$ cat src/rtl/fifo_drain_arb_if.sv
// Handshake bundle between the drain arbiter, its four late-read source FIFOs and the sink.
// master = arbiter side, slave = source FIFOs / downstream sink side.
interface fifo_drain_arb_if #(
    parameter int DATAWIDTH = 18
);
    logic [3:0]             src_ne;
    logic [3:0]             src_re;
    logic [4*DATAWIDTH-1:0] src_rd_data;
    logic [3:0]             src_en;
    logic                   dst_full;
    logic                   out_valid;
    logic [DATAWIDTH-1:0]   out_data;
    logic [1:0]             out_src;
    logic                   busy;

    modport master (
        input  src_ne, src_rd_data, src_en, dst_full,
        output src_re, out_valid, out_data, out_src, busy
    );

    modport slave (
        output src_ne, src_rd_data, src_en, dst_full,
        input  src_re, out_valid, out_data, out_src, busy
    );
endinterface

$ cat src/rtl/fifo_drain_arb.sv
// Round-robin burst drain of four late-read FIFOs into one registered word stream.
// Reads are issued combinationally; data returns one cycle later and leaves two cycles after the read.
module fifo_drain_arb #(
    parameter int DATAWIDTH = 18,
    parameter int BURST_MAX = 4
) (
    input  logic             clk,
    input  logic             reset,
    fifo_drain_arb_if.master bus
);
    localparam logic [3:0] BURST_LIMIT = 4'(BURST_MAX);

    typedef enum logic {
        IDLE  = 1'b0,
        BURST = 1'b1
    } state_t;

    state_t               state_q, state_d;
    logic [1:0]           cur_q, cur_d;
    logic [1:0]           last_q, last_d;
    logic [3:0]           cnt_q, cnt_d;
    logic                 rd_v_q, rd_v_d;
    logic [1:0]           rd_src_q, rd_src_d;
    logic                 out_valid_q, out_valid_d;
    logic [DATAWIDTH-1:0] out_data_q, out_data_d;
    logic [1:0]           out_src_q, out_src_d;

    logic [3:0]           eligible;
    logic [3:0]           re;
    logic [1:0]           grant_idx;
    logic [2:0]           pick;
    logic                 cont_ok;
    logic [DATAWIDTH-1:0] src_word [4];

    for (genvar gi = 0; gi < 4; gi++) begin : g_slice
        assign src_word[gi] = bus.src_rd_data[gi*DATAWIDTH +: DATAWIDTH];
    end

    // Returns {found, index}: first eligible source after 'from', wrapping, 'from' itself last.
    function automatic logic [2:0] rr_pick(input logic [1:0] from, input logic [3:0] elig);
        logic [2:0] hit;
        logic [1:0] idx;
        hit = 3'b000;
        for (int k = 4; k >= 1; k--) begin
            idx = from + 2'(k);
            if (elig[idx]) hit = {1'b1, idx};
        end
        return hit;
    endfunction

    assign eligible = bus.src_ne & bus.src_en;
    assign pick     = rr_pick((state_q == IDLE) ? last_q : cur_q, eligible);
    assign cont_ok  = eligible[cur_q] && (cnt_q < BURST_LIMIT);

    always_comb begin
        state_d   = state_q;
        cur_d     = cur_q;
        last_d    = last_q;
        cnt_d     = cnt_q;
        re        = 4'b0000;
        grant_idx = cur_q;
        if (!bus.dst_full) begin
            if (state_q == BURST && cont_ok) begin
                re[cur_q] = 1'b1;
                cnt_d     = cnt_q + 4'd1;
            end else if (pick[2]) begin
                // Fresh grant (from IDLE or end of burst) in the same cycle, so no bubble.
                grant_idx     = pick[1:0];
                re[pick[1:0]] = 1'b1;
                cur_d         = pick[1:0];
                last_d        = pick[1:0];
                cnt_d         = 4'd1;
                state_d       = BURST;
            end else begin
                state_d = IDLE;
            end
        end
    end

    always_comb begin
        rd_v_d      = |re;
        rd_src_d    = (|re) ? grant_idx : rd_src_q;
        out_valid_d = rd_v_q;
        out_data_d  = rd_v_q ? src_word[rd_src_q] : out_data_q;
        out_src_d   = rd_v_q ? rd_src_q : out_src_q;
    end

    always_ff @(posedge clk or posedge reset) begin
        if (reset) begin
            state_q     <= IDLE;
            cur_q       <= 2'd0;
            last_q      <= 2'd3;
            cnt_q       <= 4'd0;
            rd_v_q      <= 1'b0;
            rd_src_q    <= 2'd0;
            out_valid_q <= 1'b0;
            out_data_q  <= '0;
            out_src_q   <= 2'd0;
        end else begin
            state_q     <= state_d;
            cur_q       <= cur_d;
            last_q      <= last_d;
            cnt_q       <= cnt_d;
            rd_v_q      <= rd_v_d;
            rd_src_q    <= rd_src_d;
            out_valid_q <= out_valid_d;
            out_data_q  <= out_data_d;
            out_src_q   <= out_src_d;
        end
    end

    assign bus.src_re    = reset ? 4'b0000 : re;
    assign bus.out_valid = out_valid_q;
    assign bus.out_data  = out_data_q;
    assign bus.out_src   = out_src_q;
    assign bus.busy      = (state_q == BURST);
endmodule

$ cat src/flat_wrapper.sv
// flat-port wrapper written by rule: the top's interface ports become plain ports
module fifo_drain_arb_flat 
#(
    parameter int DATAWIDTH = 18,
    parameter int BURST_MAX = 4
)
  (clk, reset, bus_src_ne, bus_src_rd_data, bus_src_en, bus_dst_full, bus_src_re, bus_out_valid, bus_out_data, bus_out_src, bus_busy);
  fifo_drain_arb_if #(.DATAWIDTH(DATAWIDTH)) bus_i ();
  input  logic clk;
  input  logic reset;
  input wire logic [$bits(bus_i.src_ne)-1:0] bus_src_ne;
  input wire logic [$bits(bus_i.src_rd_data)-1:0] bus_src_rd_data;
  input wire logic [$bits(bus_i.src_en)-1:0] bus_src_en;
  input wire logic [$bits(bus_i.dst_full)-1:0] bus_dst_full;
  output wire logic [$bits(bus_i.src_re)-1:0] bus_src_re;
  output wire logic [$bits(bus_i.out_valid)-1:0] bus_out_valid;
  output wire logic [$bits(bus_i.out_data)-1:0] bus_out_data;
  output wire logic [$bits(bus_i.out_src)-1:0] bus_out_src;
  output wire logic [$bits(bus_i.busy)-1:0] bus_busy;
  assign bus_i.src_ne = bus_src_ne;
  assign bus_i.src_rd_data = bus_src_rd_data;
  assign bus_i.src_en = bus_src_en;
  assign bus_i.dst_full = bus_dst_full;
  assign bus_src_re = bus_i.src_re;
  assign bus_out_valid = bus_i.out_valid;
  assign bus_out_data = bus_i.out_data;
  assign bus_out_src = bus_i.out_src;
  assign bus_busy = bus_i.busy;
  fifo_drain_arb #(.DATAWIDTH(DATAWIDTH), .BURST_MAX(BURST_MAX)) u_core (.clk(clk), .reset(reset), .bus(bus_i));
endmodule
$ cat config.mk
export PLATFORM = sky130hd
export DESIGN_NAME = fifo_drain_arb_flat
export DESIGN_NICKNAME = d
export VERILOG_FILES = /design/src/rtl/fifo_drain_arb_if.sv /design/src/rtl/fifo_drain_arb.sv /design/src/flat_wrapper.sv
export SDC_FILE = /design/constraint.sdc
export NUM_CORES = 1
export LEC_CHECK = 0
export ABC_CLOCK_PERIOD_IN_PS = 2610
export CORE_ASPECT_RATIO = 1.1
export CORE_UTILIZATION = 36
export CTS_BUF_LIST = sky130_fd_sc_hd__clkbuf_4 sky130_fd_sc_hd__clkbuf_8
export DETAILED_ROUTE_END_ITERATION = 8
export PLACE_DENSITY = 0.75
export SYNTH_ARGS = -nofsm -noshare
export SYNTH_HDL_FRONTEND = slang
export SYNTH_SLANG_ARGS = --single-unit
$ cat constraint.sdc
create_clock -name clk -period 2.61 [get_ports clk]
set_input_delay 0.6525 -clock clk [delete_from_list [all_inputs] [get_ports clk]]
set_output_delay 0.6525 -clock clk [all_outputs]
set_load 0.02 [all_outputs]
=== Word-level counts from Yosys, hierarchy flattened ===
Index checks and enable logic that the tools add are counted.

* Bits in registers: 33
* Input bits: 83
* Output and inout bits: 26
* Word-level logic and storage cells: 68

* Add/subtract/negate cells: 4
* Order comparisons: 10
* Mux-type cells: 32
* Bitwise gates (word level): 4
* Reduce and logical (&&, ||, !) cells: 9

{| class="wikitable"
|+ Operators with widths
! cell !! count
|-
| $bmux 18 s2 || 1
|-
| $mux 18 || 2
|-
| $mux 4 || 6
|-
| $lt 2x3->1 const B || 6
|-
| $mux 3 || 4
|-
| $bmux 1 s2 || 5
|-
| $mux 1 || 8
|-
| $mux 2 || 4
|-
| $add 2x2->2 const B || 2
|-
| $add 4x1->4 const B || 1
|-
| $and 4x4->4 || 1
|-
| $demux 1 s2 || 2
|-
| $ge 2x1->1 const B || 2
|-
| $logic_and 1x1->1 || 4
|-
| $lt 4x3->1 const B || 1
|-
| $reduce_and 2->1 || 2
|-
| $reduce_or 4->1 || 1
|-
| $ge 3x3->1 const B || 1
|-
| $not 2->3 || 1
|-
| $reduce_and 3->1 || 1
|-
| $add 2x1->2 const B || 1
|-
| $not 1->1 || 2
|-
| $reduce_bool 2->1 || 1
|}

=== Depth between registers and ports, before layout ===
Gate-level depths: netlist (run 1).

* Depth after elaboration: 15
* Depth in mapped cells: 6
* Mapped depth without buffers: 6

=== Worst setup path after synthesis (run 1) ===
OpenSTA, ideal clock, no wires.

* Path type: input-to-output
* From: input bus_src_ne[2]
* To: output bus_src_re[1]
* Data arrival time: 2.171 ns
* Data required time: 1.957 ns
* Slack: -0.214 ns
* Stages: 5
* Buffers on the path: 0
* Cells stage by stage: and2_4 mux4_2 and2_4 or3_1 a21oi_1

* Cells in the longest elaborated chain, start to end: 15
* Elaborated cells on any way between the ends: 26
* Classes of those cells: 2 x order compare; 20 x mux; 1 x bitwise; 3 x reduce/logical

{| class="wikitable"
|+ Ends and longest elaborated chain
! what !! line !! text
|-
| start: declaration || flat_wrapper.sv:11 || <nowiki>input wire logic [$bits(bus_i.src_ne)-1:0] bus_src_ne;</nowiki>
|-
| $and 4x4->4 * || fifo_drain_arb.sv:51 || <nowiki>assign eligible = bus.src_ne & bus.src_en;</nowiki>
|-
| $bmux 1 s2 || fifo_drain_arb.sv:46 || <nowiki>if (elig[idx]) hit = {1'b1, idx};</nowiki>
|-
| $mux 1 (not written as such) || fifo_drain_arb.sv:46 ||
|-
| $mux 3 (4 in a row) || fifo_drain_arb.sv:46 ||
|-
| $lt 2x3->1 (not written as such) / $ge 2x1->1 (equally long branches) || fifo_drain_arb.sv:69 || <nowiki>re[pick[1:0]] = 1'b1;</nowiki>
|-
| $logic_and 1x1->1 (not written as such) || fifo_drain_arb.sv:69 ||
|-
| $mux 1 (not written as such) || fifo_drain_arb.sv:69 ||
|-
| $demux 1 s2 || -- ||
|-
| $mux 4 || fifo_drain_arb.sv:66 || <nowiki>end else if (pick[2]) begin</nowiki>
|-
| $mux 4 * || fifo_drain_arb.sv:63 || <nowiki>if (state_q == BURST && cont_ok) begin</nowiki>
|-
| $mux 4 * || fifo_drain_arb.sv:62 || <nowiki>if (!bus.dst_full) begin</nowiki>
|-
| $mux 4 * || fifo_drain_arb.sv:112 || <nowiki>assign bus.src_re = reset ? 4'b0000 : re;</nowiki>
|-
| end: declaration || flat_wrapper.sv:15 || <nowiki>output wire logic [$bits(bus_i.src_re)-1:0] bus_src_re;</nowiki>
|}

Mark *: on every way between the ends. The rest lies on a longest branch, timed or not. The select of a mux whose other input is x is not followed.

=== Worst setup path after layout (run 1) ===
* From: input bus_src_ne[3]
* To: output bus_src_re[1]

The elaborated chain is that of the path after synthesis.

==> reports/qor.yml, run 1 <==
worst_hold_path:
  min_path_type: "reg -> reg"
cts:
  cts-htree-levels: 2
  post_cts_hold_buffer_count: 0
  clk_pin_slew_worst_paths_ns: 0.07
  worstSkewPairLatency_ns: 0.28
  cts.sinks: 33
  cts_buffer_depth: 2
  cts_buffers: 5
  cts_root_buf: "clkbuf_8"
  cts_tree: "built"
layout:
  postLayoutCoreUtil_pct: 66.9
  antenna_cells: 0
  area.growth.synth_to_final_pct: 76.6
  layout.nets: 357
  stdcell_area_um2: 3390
  fill_cells: 390
  drive_above_1_share_pct: 39.4
drt:
  drtIter0Drc: 79
  vias_per_cell: 5.16
  ant_nets: 0
  drc: 0
  firstDrtPassIters: 4
  wl_um: 5420
  via_count: 1714
  wl_per_cell_um: 16.3
synthesis:
  synthAdderAreaFrac_pct: 0.652
  synthMuxAreaShare_pct: 35.4
  syn-cell-area_um2: 1920
  synthSimpleGateAreaFrac_pct: 9.39
  synth_top_family_by_area: "multiplexers"
  async_reset_ff_share_pct: 100
  synth_area_leaders: "dfrtp_1 (40%), mux4_2 (22%), mux2_2 (12%), dfstp_2 (2.7%), a21oi_1 (2.1%)"
  yosysSeqAreaShare_pct: 43.2
  syn_avg_cell_area_um2: 13.6
  synth-edff-count: 0
  synth_top_area_share_pct: 40.4
  ys.flop_type: "dfrtp_1"
  synth.most_common_cell: "dfrtp_1"
  synth_area_leader_cell: "dfrtp_1"
  synth_cell_types: 37
  synth_common_cells: "dfrtp_1 (31), mux2_2 (21), mux4_2 (19)"
  yosys_warnings: 0
  synthCells: 141
  syn-num-nets: 225
  synth-compound-area-share_pct: 9.52
  synth_xor_area_share_pct: 0
  ys_ff_latch: 33
place:
  place_area_um2: 3230
  port_buffers: 108
  dp_hpwl_um: 4110
  gp_congestion: 0.910
  dpl_worst_slack_ns: -1.06
floorplan:
  row_count: 27
  die_h_um: 78.6
  design.die.area_um2: 5620
  initial_core_util_pct: 37.9
  die_w_um: 71.6
  core_um2: 5070
  io_pins: 109
status:
  violations: "negative setup slack"
  outcome: "finished, violations left"
setup_path:
  critPathRequiredTime_ns: 1.96
  crit_fanout: 2
  worstSetupEndpointType: "primary output"
  crit_arrival_ns: 2.20
  start_kind: "input pin"
  worstSetupPathType: "in -> out"
sta:
  fin_skew_ns: 0.00590
  finalHoldViolCount: 0
  final.setup.tns_ns: -0.732
  timing.fmax_ghz: 0.350
  slew_violations: 0
  fin_ws_ns: -0.246
  max_slew.worst_pin.slew_ns: 0.839
  setup_violations: 4
  rsz0062_at_grt: "yes"
  timing.final.crit_share_pct: 109
  maxSlewHeadroom_pct: 44.0
  fin_crit_ns: 2.86
power_and_ir_drop:
  leakagePower_uw: 0.00138
  power_density_nw_per_um2: 873
  ir_worst_vdd_mv: 0.425
global_routing:
  grt_overflow: 0
  grt_pass1_vias: 1872
  grt_max_degree: 34
  grt_antenna_before_repair: 0
  grt_usage_pct: 20.5
  grt_pass1_wl_um: 8890
flow_run:
  maxCapViolCount: 0
routing by layer:
metal	wire, µm	track usage (%)
met5	0	0
met4	140	8.82
met3	424	5.65
met2	2720	35.7
met1	2140	23.6
flip-flops by register name (all words and copies together) (netlist names):
signal	count
u_core.bus.busy	1
u_core.out_valid_d	1
u_core.cnt_q	4
u_core.last_q	2
u_core.bus.out_data	18
u_core.bus.out_valid	1
u_core.cur_q	2
u_core.rd_src_q	2
u_core.bus.out_src	2
report_power, final:
| part | switching (µW) | internal [µW] |
|---|---|---|
| clock network | 184 | 184 |
| logic | 669 | 970 |
| registers | 208 | 743 |
| total | 1060 | 1900 |
layout make-up:
cell class | instances | area, µm² | area share (%)
repair buffers | 131 | 1250 | 36.8
clock inverters | 3 | 17.5 | 0.517
clock buffers | 5 | 68.8 | 2.03
flip-flops and latches | 33 | 830 | 24.5
inverters | 3 | 11.3 | 0.332
well taps | 58 | 72.6 | 2.14
multi-input cells | 99 | 1140 | 33.7
cells by family after synthesis:
| kind of cell | count (synthesis) |
|---|---|
| AOI/OAI and AO/OA | 26 |
| buffers and inverters | 9 |
| and+or+nand+nor | 31 |
| DFF | 33 |
| muxes | 41 |
| adders and majority gates | 1 |
layout by cell type (no fill, tap or decap), drive strengths merged, types with 3 or more instances in the layout:
master and count:
clkdlybuf4s50 96, buf 35, dfrtp 31, mux2 21, mux4 19, a21oi 8
nand2 7, and2 7, clkbuf 5, a21o 4, nor2 4, o21ai 3
or3 3, clkinv 3
worst max-delay path, cell delays in order:
cell and delay, ns:
buf_6 0.09, and2_4 0.15, mux4_2 0.48, and2_4 0.18, or3_4 0.39, a21oi_4 0.13, buf_6 0.13
path summary, 6_finish.rpt:
check | from | to | slack (ns) | depth (start not counted)
min in group asynchronous | reset | u_core.cur_q[0] | 0.82 | 3
worst max register to register | u_core.cur_q[0] | u_core.rd_src_q[1] | 0.55 | 6
worst max-delay path | bus_src_ne[3] | bus_src_re[1] | -0.25 | 7
worst min-delay path | u_core.cnt_q[0] | u_core.cnt_q[0] | 0.50 | 1
worst min register to register | u_core.cnt_q[0] | u_core.cnt_q[0] | 0.50 | 1
max in group asynchronous | reset | u_core.last_q[1] | 1.45 | 3
timing repair:
item,4_1_cts,5_1_grt
endpoints found under the setup margin,4,4
gates resized for setup,57,12
pin swaps,10,11
buffers inserted,2,1
per-stage QoR:
stage / cells / total power [µW] / hold WS (ns)
after floorplan: 141 / 1790 / 0.370
after global placement: 321 / 2490 / 0.468
after detailed placement: 321 / 2520 / 0.474
after CTS: 331 / 2950 / 0.488
after global routing: 332 / 3150 / 0.524
final: 332 / 2960 / 0.503
Power figures use the tool's default switching activity.
==> run 2, diff against run 1 <==
--- a/config.mk
+++ b/config.mk
@@ -9,6 +9,7 @@
 export CORE_ASPECT_RATIO = 1.1
 export CORE_UTILIZATION = 36
 export CTS_BUF_LIST = sky130_fd_sc_hd__clkbuf_4 sky130_fd_sc_hd__clkbuf_8
+export CTS_CLUSTER_DIAMETER = 100
 export DETAILED_ROUTE_END_ITERATION = 8
 export PLACE_DENSITY = 0.75
 export SYNTH_ARGS = -nofsm -noshare
==> results of run 2 <==
Final layout, timing and power as in run 1 (identical DEF).
